===== src/rtl/keypad_display_motor_ctrl.sv =====
// keypad_display_motor_ctrl: keypad scanner, 3-digit 7-seg multiplexer and RGB motor sequencer
module keypad_display_motor_ctrl #(
  parameter int SCAN_DIV = 1000000,
  parameter int MUX_DIV  = 100000
) (
  input  logic       clk,
  input  logic       reset,
  input  logic [3:0] fila,
  output logic [3:0] col,
  output logic [4:0] digito,
  output logic       cambio_digito,
  input  logic [4:0] c,
  input  logic [4:0] d,
  input  logic [4:0] u,
  output logic [2:0] enable,
  output logic [6:0] segmentos,
  input  logic       RGB_full,
  input  logic [2:0] flags,
  input  logic       enter,
  output logic [2:0] Motores
);
  localparam int SW = $clog2(SCAN_DIV);
  localparam int MW = $clog2(MUX_DIV);
  typedef enum logic [2:0] {IDLE, LOADED, RUN_R, RUN_G, RUN_B} state_t;
  state_t      r_state;
  logic [SW-1:0] r_scan_cnt;
  logic [MW-1:0] r_mux_cnt;
  logic        r_held;
  logic [2:0]  r_en_sync;
  logic        w_scan_tick;
  logic        w_mux_tick;
  logic        w_start;
  logic [1:0]  w_row;
  logic [1:0]  w_colk;
  logic        w_num;
  logic [4:0]  w_val;
  logic [2:0]  w_en_nxt;
  logic [4:0]  w_sel;
  logic [6:0]  w_glyph;
  // Tick strobes, key decode and next display slot selection
  always_comb begin
    w_scan_tick = r_scan_cnt == SW'(SCAN_DIV - 1);
    w_mux_tick  = r_mux_cnt == MW'(MUX_DIV - 1);
    w_start     = r_en_sync[1] & ~r_en_sync[2];
    w_row       = !fila[0] ? 2'd0 : !fila[1] ? 2'd1 : !fila[2] ? 2'd2 : 2'd3;
    w_colk      = !col[0] ? 2'd0 : !col[1] ? 2'd1 : !col[2] ? 2'd2 : 2'd3;
    w_num       = (w_row != 2'd3 && w_colk != 2'd3) || (w_row == 2'd3 && w_colk == 2'd1);
    w_val       = (w_row == 2'd3) ? 5'd0 : 5'd3 * {3'd0, w_row} + {3'd0, w_colk} + 5'd1;
    w_en_nxt    = {enable[1:0], enable[2]};
    w_sel       = !w_en_nxt[0] ? u : !w_en_nxt[1] ? d : c;
  end
  // Active-low glyph for the value about to be shown; 16..31 render as a dash
  always_comb begin
    case (w_sel)
      5'd0:    w_glyph = 7'b1000000;
      5'd1:    w_glyph = 7'b1111001;
      5'd2:    w_glyph = 7'b0100100;
      5'd3:    w_glyph = 7'b0110000;
      5'd4:    w_glyph = 7'b0011001;
      5'd5:    w_glyph = 7'b0010010;
      5'd6:    w_glyph = 7'b0000010;
      5'd7:    w_glyph = 7'b1111000;
      5'd8:    w_glyph = 7'b0000000;
      5'd9:    w_glyph = 7'b0010000;
      5'd10:   w_glyph = 7'b0001000;
      5'd11:   w_glyph = 7'b0000011;
      5'd12:   w_glyph = 7'b1000110;
      5'd13:   w_glyph = 7'b0100001;
      5'd14:   w_glyph = 7'b0000110;
      5'd15:   w_glyph = 7'b0001110;
      default: w_glyph = 7'b0111111;
    endcase
  end
  // Keypad scan: rotate columns, freeze on a press, emit one digit pulse per press
  always_ff @(posedge clk or posedge reset) begin
    if (reset) begin
      r_scan_cnt    <= '0;
      col           <= 4'b1110;
      r_held        <= 1'b0;
      digito        <= 5'd0;
      cambio_digito <= 1'b0;
    end else begin
      cambio_digito <= 1'b0;
      r_scan_cnt    <= w_scan_tick ? '0 : r_scan_cnt + 1'b1;
      if (w_scan_tick) begin
        if (r_held) r_held <= fila != 4'hF;
        else if (fila != 4'hF) begin
          r_held <= 1'b1;
          if (w_num) begin
            digito        <= w_val;
            cambio_digito <= 1'b1;
          end
        end else col <= {col[2:0], col[3]};
      end
    end
  end
  // Display mux: segments load together with the new digit select so no ghosting
  always_ff @(posedge clk or posedge reset) begin
    if (reset) begin
      r_mux_cnt <= '0;
      enable    <= 3'b110;
      segmentos <= 7'b1111111;
    end else begin
      r_mux_cnt <= w_mux_tick ? '0 : r_mux_cnt + 1'b1;
      if (w_mux_tick) begin
        enable    <= w_en_nxt;
        segmentos <= w_glyph;
      end
    end
  end
  // Enter synchronizer and previous-value flop for rising-edge detection
  always_ff @(posedge clk or posedge reset) begin
    if (reset) r_en_sync <= 3'b000;
    else r_en_sync <= {r_en_sync[1:0], enter};
  end
  // Motor sequencer with registered one-hot motor enables
  always_ff @(posedge clk or posedge reset) begin
    if (reset) begin
      r_state <= IDLE;
      Motores <= 3'b000;
    end else begin
      case (r_state)
        IDLE:    if (RGB_full) r_state <= LOADED;
        LOADED:  if (!RGB_full) r_state <= IDLE;
                 else if (w_start) begin
                   r_state <= RUN_R;
                   Motores <= 3'b100;
                 end
        RUN_R:   if (flags[2]) begin
                   r_state <= RUN_G;
                   Motores <= 3'b010;
                 end
        RUN_G:   if (flags[1]) begin
                   r_state <= RUN_B;
                   Motores <= 3'b001;
                 end
        RUN_B:   if (flags[0]) begin
                   r_state <= IDLE;
                   Motores <= 3'b000;
                 end
        default: begin
                   r_state <= IDLE;
                   Motores <= 3'b000;
                 end
      endcase
    end
  end
endmodule


===== config.mk =====
export PLATFORM = sky130hd
export DESIGN_NAME = keypad_display_motor_ctrl
export DESIGN_NICKNAME = d
export VERILOG_FILES = /design/src/rtl/keypad_display_motor_ctrl.sv
export SDC_FILE = /design/constraint.sdc
export NUM_CORES = 1
export LEC_CHECK = 0
export BUFFER_PORTS_ARGS = -buffer_cell sky130_fd_sc_hd__buf_2
export CAP_MARGIN = 20
export CORE_MARGIN = 3
export CORE_UTILIZATION = 57
export DETAILED_ROUTE_END_ITERATION = 12
export PLACE_DENSITY_LB_ADDON = 0.1
export SLEW_MARGIN = 10
export SYNTH_ARGS = -nofsm -noshare
export SYNTH_HDL_FRONTEND = slang
export SYNTH_SLANG_ARGS = --single-unit

===== constraint.sdc =====
create_clock -name clk -period 2.65 [get_ports clk]
set_clock_uncertainty 0.05 [all_clocks]
set_input_delay 0.265 -clock clk [delete_from_list [all_inputs] [get_ports clk]]
set_output_delay 0.265 -clock clk [all_outputs]
set_load 0.01 [all_outputs]

==> results.yml <==
power:
  power.internal_mw: 1.50
  p_clk_share_pct: 36.0
  power.density_nw_per_um2: 523
  p_comb_share_pct: 11.2
  sw_frac_of_total_pct: 26.3
  leakage_nw: 1.89
  power.switching_mw: 0.535
  ir_worst_vdd_v: 0.000406
  p_seq_share_pct: 52.8
timing:
  maxSlewViolCount: 0
  setup_viol: 0
  rsz0062_at_grt: "false"
  clock.fmax_mhz: 468
  fin_crit_ps: 2140
  finalCritPeriodShare_pct: 80.6
  maxSlewHeadroom_pct: 53.4
  worst_pin_slew_ps: 693
  final_hold_viol_count: 0
  tns_ps: 0
global_route:
  grt_pass1_vias: 2468
  grt_usage_pct: 19.8
  grt_pass1_wl_mm: 11.2
  grt_start_max_net_pins: 26
  antenna_found_initial: 0
  grt.overflow.total: 0
clock_network:
  cts_inserted_buffers: 9
  clk_latency_ps: 340
  cts_sinks: 66
  clock_path_buffers: 2
  clockRootBuffer: "clkbuf_8"
  post_cts_buffers: 0
  path_clk_slew_ps: 70
  cts_tree: "yes"
  cts-htree-levels: 3
yosys:
  seq_area_frac_synth_pct: 49.4
  ys_warn_count: 0
  synth_compound_area_share_pct: 8.79
  syn_area_um2: 3370
  synth_xor_area_share_pct: 8.05
  synth_edf_count: 0
  syn_avg_cell_area_um2: 10.4
  yosys.area_share.simple_pct: 18.8
  syn_inst: 324
  synth_cell_types: 47
  synth_top_family_by_area: "simple AND/OR/NAND/NOR gates"
  synthAdderAreaFrac_pct: 4.67
  synth-main-ff-cell: "dfrtp_1"
  synthArstFlopShare_pct: 100
  ys_ff_latch: 66
  syn_nets: 362
  synth_mux_area_share_pct: 7.19
layout:
  fillers: 441
  layout.nets: 421
  fin_area_um2: 3890
  drive_above_1_share_pct: 25.3
  ff_latch_area_um2: 1670
  multi_input_area_um2: 1610
  antenna_cells: 0
  syn2layout_area_growth_pct: 15.4
worst_setup_path:
  critical_path_class: "reg2reg"
  start_kind: "flop"
  path_max_fanout: 10
  ff2ff_path_depth: 6
  timing.rr.end: "segmentos[3]"
  worstPathArrival_ps: 2360
  r2r_start: "enable[0]"
  endpoint_kind: "flop"
  r2r_slack_ps: 510
  startpoint: "enable[0]"
  required_ps: 2870
placement:
  placed_cell_area_um2: 3700
  gp_congestion: 0.882
  hpwl_mm: 4.70
  port_buffers: 47
floorplanning:
  top_level_ports: 49
  die_width_um: 82.9
  core.rowCount: 27
  start_util_pct: 60.2
  die_height_um: 82.9
  core_area_um2: 5610
  die_area_um2: 6880
min_path:
  worstHoldStart: "fila[3]"
  hp-class: "in2reg"
  holdPathEnd: "r_held"
  hold_depth: 2
route:
  vias: 2529
  routed_via_density: 5.50
  drc_errors: 0
  drt_iter0_markers: 114
  wl_per_cell_um: 13.8
  postRouteAntennaNets: 0
  routed_wl_mm: 6.37
  dr.pass1.iters: 4
run:
  cap_violations: 0
run_status:
  status: "completed"
-- through the flow --
step / total power, mW / hold WS, ps / setup WS (ps) / cells / utilization (%)
final: 2.04 / 73.3 / 513 / 460 / 69.5
after global routing: 2.15 / 90.5 / 350 / 460 / 69.5
after CTS: 2.06 / 55.7 / 516 / 460 / 69.5
after detailed placement: 1.32 / 233 / 510 / 442 / 66.0
after global placement: 1.31 / 235 / 604 / 442 / 66.0
after floorplan: 1.24 / 246 / 250 / 324 / -
-- kinds of logic (layout without fill, tap and decap cells) --
group,Yosys count,count (layout)
AND/OR/NAND/NOR,123,123
flip-flops,66,66
AO/OA/AOI/OAI,47,47
XOR/XNOR,31,31
buffers and inverters,23,87
multiplexers,21,21
adder cells (fa/ha/maj),12,12
other,1,1
-- placed cells by master, fill, tap and decap left out, types with 11 or more instances in the layout --
cell	instances
dfrtp_1	54
buf_2	47
nor2_1	39
nand2_1	17
a21oi_1	17
nand3_1	17
xnor2_1	17
inv_1	15
xor2_1	14
mux2_2	12
dfstp_2	12
ha_1	11
-- flip-flops by register name, indices dropped and copies added (netlist names) --
name           count
r_scan_cnt        20
r_mux_cnt         17
segmentos          7
col                4
digito             4
Motores            3
enable             3
r_en_sync          3
r_state            3
cambio_digito      1
r_held             1
-- cells in the mapped netlist (all sizes together), types with 2 or more instances --
master,count,area [µm²]
dfrtp,54,1350
nor2,39,146
a21oi,17,85.1
nand2,17,63.8
nand3,17,85.1
xnor2,17,149
inv,16,60.1
xor2,14,123
mux2,13,150
dfstp,12,315
ha,11,138
o21ai,10,50.1
and3,8,50.1
mux2i,8,92.6
nor3,8,40.0
nand4,7,43.8
and4,5,43.8
buf,5,33.8
o2bb2ai,4,35.0
or3,4,25.0
a21o,3,22.5
a31oi,3,18.8
and2,3,18.8
nand2b,3,18.8
nand4b,3,32.5
nor2b,3,18.8
o32a,3,30.0
clkbuf,2,7.51
o22ai,2,12.5
-- power by group through the flow --
stage                     clock [mW]  combinational, mW  sequential (mW)
after floorplan                    0              0.150             1.09
after global placement             0              0.222             1.09
after detailed placement           0              0.227             1.09
final                          0.733              0.228             1.08
after global routing           0.805              0.260             1.08
after CTS                      0.754              0.231             1.08
-- how the worst max path moves through the flow --
| stage | endpoint | slack [ps] |
|---|---|---|
| 3_3_place_gp | segmentos[3] | 600 |
| 3_5_place_dp | segmentos[6] | 510 |
| 4_1_cts | segmentos[6] | 520 |
| 5_1_grt | segmentos[6] | 350 |
| 2_1_floorplan | segmentos[3] | 250 |
| 6_report | segmentos[3] | 510 |
-- critical path: stages, from the launching register on --
cell,delay (ps)
dfrtp_1,550
mux2_2,380
mux2i_1,190
inv_1,90
ha_1,250
a31o_1,220
o32a_1,340
-- layer usage --
metal  wire [µm]  part of all wire [%]  GRT usage (%)
met3         226                   3.6           3.77
met2        3060                    48           30.7
met5           0                     0              0
met1        2970                    47           27.1
met4         104                   1.6           8.92
-- cell type report --
cell class	count	area share, %
Clock buffer	11	3.63
Clock inverter	5	0.771
Inverter	16	1.54
Multi-Input combinational cell	235	41.2
Sequential cell	66	42.8
Tap cell	72	2.31
Timing Repair Buffer	55	7.71
-- timing repair --
item	in CTS	in global routing
hold buffers	2	0
hold endpoints to repair	16	0
gates resized for setup	0	0
Power figures use the tool's default switching activity.
